===== src/rtl/rotary_value_ctrl.sv =====
// Rotary encoder value controller: bounded value register with saturate/wrap stepping,
// host load and a valid/ack change-event handshake. Define ROTARY_ACCEL_EN for rotation acceleration.
module rotary_value_ctrl #(
  parameter int WIDTH       = 8,
  parameter int MIN         = 0,
  parameter int MAX         = 255,
  parameter int RESET_VALUE = 0,
  parameter int WRAP        = 0,
  parameter int ACC_WINDOW  = 16,
  parameter int ACC_STEP    = 4
) (
  input  logic             i_clk,
  input  logic             i_rst_n,
  input  logic             i_step,
  input  logic             i_step_cw,
  input  logic             i_load,
  input  logic [WIDTH-1:0] iv_load_value,
  output logic [WIDTH-1:0] ov_value,
  output logic             o_at_min,
  output logic             o_at_max,
  output logic             o_evt_valid,
  output logic             o_evt_cw,
  output logic             o_evt_sat,
  output logic             o_evt_multi,
  input  logic             i_evt_ack
);

  localparam int RESET_CLAMPED = (RESET_VALUE < MIN) ? MIN :
                                 (RESET_VALUE > MAX) ? MAX : RESET_VALUE;
  localparam int XW = WIDTH + 2;

  localparam logic [WIDTH-1:0]     MIN_V    = WIDTH'(MIN);
  localparam logic [WIDTH-1:0]     MAX_V    = WIDTH'(MAX);
  localparam logic [WIDTH-1:0]     RESET_V  = WIDTH'(RESET_CLAMPED);
  localparam logic signed [XW-1:0] MIN_X    = XW'(MIN);
  localparam logic signed [XW-1:0] MAX_X    = XW'(MAX);
  localparam logic signed [XW-1:0] STEP_ONE = XW'(1);
  localparam logic signed [XW-1:0] STEP_ACC = XW'(ACC_STEP);
  localparam bit                   ACC_CFG_OK = (ACC_WINDOW > 0) && (ACC_STEP > 0);

  typedef enum logic {
    IDLE,
    PENDING
  } evt_state_t;

  evt_state_t state_q, state_d;

  logic [WIDTH-1:0]     value_q;
  logic [WIDTH-1:0]     step_value;
  logic                 step_sat;
  logic                 step_acc;
  logic                 accel_hit;
  logic signed [XW-1:0] step_mag;
  logic signed [XW-1:0] cur_x;
  logic signed [XW-1:0] sum_x;
  logic                 evt_cw_q;
  logic                 evt_sat_q;
  logic                 evt_multi_q;

  // A load in the same cycle swallows the step entirely.
  assign step_acc = i_step && !i_load;

  function automatic logic [WIDTH-1:0] clamp_load(input logic [WIDTH-1:0] v);
    if (v < MIN_V) return MIN_V;
    if (v > MAX_V) return MAX_V;
    return v;
  endfunction

  // Widened signed arithmetic so over/underflow past either bound is visible before folding.
  always_comb begin
    step_mag   = (accel_hit && ACC_CFG_OK) ? STEP_ACC : STEP_ONE;
    cur_x      = $signed({2'b00, value_q});
    sum_x      = i_step_cw ? (cur_x + step_mag) : (cur_x - step_mag);
    step_value = sum_x[WIDTH-1:0];
    step_sat   = 1'b0;
    if (sum_x > MAX_X) begin
      step_sat   = 1'b1;
      step_value = (WRAP != 0) ? MIN_V : MAX_V;
    end else if (sum_x < MIN_X) begin
      step_sat   = 1'b1;
      step_value = (WRAP != 0) ? MAX_V : MIN_V;
    end
  end

  always_ff @(posedge i_clk or negedge i_rst_n) begin
    if (!i_rst_n)      value_q <= RESET_V;
    else if (i_load)   value_q <= clamp_load(iv_load_value);
    else if (step_acc) value_q <= step_value;
  end

`ifdef ROTARY_ACCEL_EN
  localparam int CNT_W = (ACC_WINDOW > 0) ? $clog2(ACC_WINDOW + 1) : 1;
  localparam logic [CNT_W-1:0] CNT_SAT = CNT_W'(ACC_WINDOW);

  logic [CNT_W-1:0] gap_cnt;
  logic             prev_valid;
  logic             prev_cw;

  // prev_valid drops on load so the first step after a load is never accelerated.
  always_ff @(posedge i_clk or negedge i_rst_n) begin
    if (!i_rst_n) begin
      gap_cnt    <= CNT_SAT;
      prev_valid <= 1'b0;
      prev_cw    <= 1'b0;
    end else if (i_load) begin
      gap_cnt    <= '0;
      prev_valid <= 1'b0;
    end else if (step_acc) begin
      gap_cnt    <= '0;
      prev_valid <= 1'b1;
      prev_cw    <= i_step_cw;
    end else if (gap_cnt != CNT_SAT) begin
      gap_cnt <= gap_cnt + CNT_W'(1);
    end
  end

  assign accel_hit = prev_valid && (prev_cw == i_step_cw) && (gap_cnt < CNT_SAT);
`else
  assign accel_hit = 1'b0;
`endif

  always_ff @(posedge i_clk or negedge i_rst_n) begin
    if (!i_rst_n) state_q <= IDLE;
    else          state_q <= state_d;
  end

  always_comb begin
    state_d = state_q;
    case (state_q)
      IDLE:    if (step_acc) state_d = PENDING;
      PENDING: if (i_evt_ack && !step_acc) state_d = IDLE;
      default: state_d = IDLE;
    endcase
  end

  // A step arriving with the ack starts a fresh event rather than folding into the old one.
  always_ff @(posedge i_clk or negedge i_rst_n) begin
    if (!i_rst_n) begin
      evt_cw_q    <= 1'b0;
      evt_sat_q   <= 1'b0;
      evt_multi_q <= 1'b0;
    end else if (step_acc) begin
      evt_cw_q    <= i_step_cw;
      evt_sat_q   <= step_sat;
      evt_multi_q <= (state_q == PENDING) && !i_evt_ack;
    end else if ((state_q == PENDING) && i_evt_ack) begin
      evt_cw_q    <= 1'b0;
      evt_sat_q   <= 1'b0;
      evt_multi_q <= 1'b0;
    end
  end

  always_comb begin
    ov_value    = value_q;
    o_at_min    = (value_q == MIN_V);
    o_at_max    = (value_q == MAX_V);
    o_evt_valid = (state_q == PENDING);
    o_evt_cw    = evt_cw_q;
    o_evt_sat   = evt_sat_q;
    o_evt_multi = evt_multi_q;
  end

endmodule


===== config.mk =====
export PLATFORM = sky130hd
export DESIGN_NAME = rotary_value_ctrl
export DESIGN_NICKNAME = d
export VERILOG_FILES = /design/src/rtl/rotary_value_ctrl.sv
export SDC_FILE = /design/constraint.sdc
export NUM_CORES = 1
export LEC_CHECK = 0
export CAP_MARGIN = 20
export CORE_MARGIN = 1
export CORE_UTILIZATION = 51
export CTS_BUF_LIST = sky130_fd_sc_hd__clkbuf_8
export CTS_CLUSTER_DIAMETER = 100
export DETAILED_ROUTE_END_ITERATION = 10
export GPL_TIMING_DRIVEN = 0
export HOLD_SLACK_MARGIN = 0.15
export PLACE_DENSITY = 0.95
export SYNTH_ARGS = -nofsm -noshare
export SYNTH_HDL_FRONTEND = slang
export SYNTH_SLANG_ARGS = --single-unit

===== constraint.sdc =====
create_clock -name i_clk -period 4.1 [get_ports i_clk]
set_input_delay 0.82 -clock i_clk [delete_from_list [all_inputs] [get_ports i_clk]]
set_output_delay 0.82 -clock i_clk [all_outputs]
set_load 0.1 [all_outputs]

# Yosys cells after proc, flatten, opt, wreduce, memory -nomap -nowiden
# Index checks and enable logic that the tools add are counted.
dict set report classes {
  n_addsub 2
  order_cmp 4
  n_eq_ne 1
  muxes 23
  bitwise_logic 1
  reduce_logical 10
}
# cell n
set ops {}
lappend ops {{2-to-1 mux 8 bit} 8}
lappend ops {{2-to-1 mux 1 bit} 13}
lappend ops {{greater-than comparator 10 x 9 -> 1 bit, second input constant} 1}
lappend ops {{< comparator 10 x 1 -> 1 bit, second input constant} 1}
lappend ops {{2-to-1 mux 10 bit} 1}
lappend ops {{adder 8 x 1 -> 9 bit, second input constant} 1}
lappend ops {{subtractor 8 x 1 -> 9 bit, second input constant} 1}
lappend ops {{== test 8 bit, second input constant} 1}
lappend ops {{greater-than comparator 8 bit, second input constant} 1}
lappend ops {{zero test 8 bit} 1}
lappend ops {{< comparator 8 x 1 -> 1 bit, second input constant} 1}
lappend ops {{logical AND 1 bit} 4}
lappend ops {{nonzero test 2 bit} 2}
lappend ops {{zero test 1 bit} 3}
lappend ops {{one-hot mux 1 bit (2 select lines)} 1}
lappend ops {{NOT 1 bit} 1}
dict set report word_totals {
  regBits 12
  inputBits 14
  output_inout_bits 14
  word_cells 46
}

# Logic depth before layout (Yosys ltp)
dict set report logic_depth {
  depth_word 8
  mapped_depth 6
  mapped_depth_nobuf 6
}

# Least setup slack after synthesis
# Ideal clock, no wire load.
dict set report synth_timing {
  path_kind {flip-flop to output port}
  startpoint {reg value_q[1], in the netlist ov_value[1]}
  endpoint {out o_at_max}
  arrival_ns 2.775
  required_time_ns 3.280
  path_slack_ns 0.505
  stages_incl_launch_ff 4
  n_path_buf 0
  cell_sequence {dfrtp_1 > ha_1 > nand4_1 > nor2_1}
}
dict set report synth_between {
  elab_chain_cells 1
}
# element line
set synth_lines {}
lappend synth_lines {{start: declaration} 48} ;# logic [WIDTH-1:0] value_q;
lappend synth_lines {{start signal: assignment} 87} ;# else if (i_load) value_q <= clamp_load(iv_load_value);
lappend synth_lines {{start signal: assignment} 88} ;# else if (step_acc) value_q <= step_value;
lappend synth_lines {{== test 8 bit} 156} ;# o_at_max = (value_q == MAX_V);
lappend synth_lines {{end: declaration} 20} ;# output logic o_at_max,
# Every way passes these cells.

# Worst setup path after layout
dict set report layout_timing {
  startpoint {reg value_q[0], in the netlist ov_value[0]}
  endpoint {out o_at_max}
}
# Same word-level chain as after synthesis.

==> results.py <==
metrics = {
    "run_status": {
        "status": "complete, but fails checks",
        "violations": "design-rule violations",
    },
    "synth": {
        "synthArstFlopShare": 1.00,
        "ys.flop_type": "dfrtp_1",
        "ys_types": 40,
        "synth-seq-cells": 12,
        "synth_edf_count": 0,
        "yosysTopAreaCell": "dfrtp_1",
        "ys_top_cells_by_area": "dfrtp_1 33%, a21oi_1 5.5%, nor3b_1 4.2%, buf_4 3.3%, nor2_1 2.9%",
        "synth.top_cells.by_count": "12 x dfrtp_1, 10 x a21oi_1, 7 x nor2_1",
        "synth_nets": 119,
        "yosys_warnings": 0,
        "ys_seq_area_frac": 0.332,
        "synth.top_cell.area_share": 0.332,
        "synthCells": 103,
        "netlist_area_um2": 903,
        "yosysMostFrequentCell": "dfrtp_1",
        "syn_area_per_cell_um2": 8.77,
    },
    "global_route": {
        "grt_max_degree": 13,
        "grt_usage": 0.284,
        "grt.met1_usage": 0.350,
        "grt_pass1_wl_um": 4010,
        "grtUsageMet2": 0.468,
        "antenna_found_initial": 0,
        "grt_remaining_overflow": 0,
        "grt_pass1_vias": 919,
        "grt_util_met3": 0.0408,
        "top_usage_layer": "met2",
    },
    "placed_design": {
        "placedCellCount": 145,
        "portBuffers": 26,
        "place_congestion": 0.870,
        "dp_hpwl_um": 1730,
    },
    "critical_path": {
        "crit_cells": 4,
        "critPathKind": "register to output port",
        "r2r_cells": 6,
        "critPathLaunchType": "register",
        "path_cells": "ha_1 -> nand4_1 -> nor2_1 -> clkdlybuf4s50_1",
        "timing.critical_path.max_delay_family": "buffers and inverters",
        "path_max_fanout": 6,
        "cpMaxStageDelayCell": "clkdlybuf4s50_1",
        "cp.arrival_ns": 2.56,
        "critPathMaxStageDelay_ns": 1.18,
        "worst-path-buf-inv": 1,
        "end_kind": "output port",
        "critPathRequiredTime_ns": 3.28,
    },
    "route": {
        "post_drt_wl_per_cell_um": 16.1,
        "num_vias": 946,
        "drc": 1,
        "first_iter_violations": 16,
        "dr.pass1.iters": 7,
        "via_per_inst": 6.39,
        "ant_nets": 0,
        "routed_wl_um": 2390,
    },
    "cts": {
        "clkSlewWorstSetupHoldPaths_ns": 0.05,
        "cts_tree": "yes",
        "holdBufCountCts": 0,
        "cts_resized": 0,
        "cts_num_sinks": 12,
        "post_cts_buffers": 0,
        "cts_made_buffers": 3,
        "clockRootBuffer": "clkbuf_8",
        "clock_latency_ns": 0.25,
        "clockBufferDepth": 2,
        "htreeDepth": 1,
    },
    "floorplan": {
        "die_y_um": 44.1,
        "fp.dieW_um": 44.1,
        "io_pins": 28,
        "design.core.area_um2": 1580,
        "start_util": 0.573,
        "rows": 14,
        "die_area_um2": 1940,
    },
    "flow_run": {
        "cap_violations": 0,
    },
    "sta": {
        "post-route-min-period_ns": 3.38,
        "tightestPinTransition_ns": 0.982,
        "finalSetupViolations": 0,
        "period_share": 0.824,
        "report.final.slew_viol_count": 0,
        "finalSetupTns_ns": 0,
        "relSlewSlack": 0.343,
        "max_freq_ghz": 0.296,
        "rsz0062_at_grt": "false",
        "skew_ns": 0.00228,
        "hold_violations": 0,
        "hold_ws_ns": 0.515,
    },
    "layout": {
        "syn_to_final_growth_pct": 35.6,
        "drive_gt1_frac": 0.121,
        "nets": 150,
        "finalNonFillerCells": 148,
        "post-route-util": 0.777,
        "diodes": 0,
        "fillCellCount": 105,
    },
    "power_and_ir_drop": {
        "powerDensity_nw_per_um2": 400,
        "p_leak_nw": 0.502,
        "total_power_w": 0.000490,
        "vdd.ir_drop.worst_mv": 0.246,
    },
    "min_path": {
        "whs_path_depth": 2,
        "hold_path.class": "register to register",
    },
}
-- cell families after synthesis --
kind of cell / after synthesis / share of synthesized area
compound gates: 28 / 0.208
xor+xnor: 3 / 0.0291
fa+ha+maj: 2 / 0.0277
buf+inv: 13 / 0.0789
flops: 12 / 0.332
mux: 1 / 0.0111
simple gates: 44 / 0.313
-- power breakdown --
part / leakage [nW] / total [W] / switching (W) / internal, W
logic: 0.334 / 0.000231 / 0.000162 / 0.0000693
clock network: 0.0216 / 0.000110 / 0.0000453 / 0.0000649
registers: 0.147 / 0.000149 / 0.0000167 / 0.000132
-- worst min-delay path: cells and delay by family (launching register included) --
kind             cells  cell delay, ns
flip-flops           1            0.34
AND/OR/NAND/NOR      2            0.14
-- stage by stage --
stage	instance area, um^2	worst slack, ns
after floorplan	903	0.505
after global placement	1180	1.05
after detailed placement	1180	1.03
after CTS	1220	0.745
after global routing	1220	0.644
final	1220	0.720
-- worst paths after layout --
path / startpoint / endpoint / slack, ns
worst min register to register: o_evt_multi$_DFFE_PN0P_ / o_evt_multi$_DFFE_PN0P_ / 0.52
max in group asynchronous: i_rst_n / ov_value[0]$_DFFE_PN0P_ / 2.79
min in group asynchronous: i_rst_n / ov_value[4]$_DFFE_PN0P_ / 0.94
worst max register to register: ov_value[0]$_DFFE_PN0P_ / ov_value[7]$_DFFE_PN0P_ / 2.34
worst min-delay path: o_evt_multi$_DFFE_PN0P_ / o_evt_multi$_DFFE_PN0P_ / 0.52
worst max-delay path: ov_value[0]$_DFFE_PN0P_ / o_at_max / 0.72
-- registers in the layout, indices dropped and copies added (netlist names) --
name         cells
ov_value         8
o_evt_cw         1
o_evt_multi      1
o_evt_sat        1
o_evt_valid      1
-- area by class of cell --
class                           count  area [um^2]  share of cell area
Clock buffer                        3         41.3              0.0337
Timing Repair Buffer               26          260               0.212
Inverter                            5         18.8              0.0153
Sequential cell                    12          300               0.245
Tap cell                           16         20.0              0.0163
Buffer                              8         52.6              0.0429
Multi-Input combinational cell     78          532               0.434
-- placed cells by master, fill, tap and decap left out, types with 2 or more instances in the layout --
master and count:
o211ai_1 3, nand4_1 3, xor2_1 2, dfrtp_1 12, nand2_1 4, nand2b_1 2, nand3_1 4, a31o_2 2
o21ai_0 5, clkdlybuf4s50_1 26, nor3_1 2, inv_1 5, nor4_1 2, nor2_1 7, ha_1 2, nor3b_1 5
buf_2 2, and3_2 2, clkbuf_8 3, o31ai_1 3, buf_4 4, a21oi_1 10, nor2b_1 3
-- metal layers --
layer,part of all wire,wire length [um]
met5,0,0
met2,0.49,1170
met1,0.41,988
met4,0.030,72
met3,0.066,157
Power figures use the tool's default switching activity.
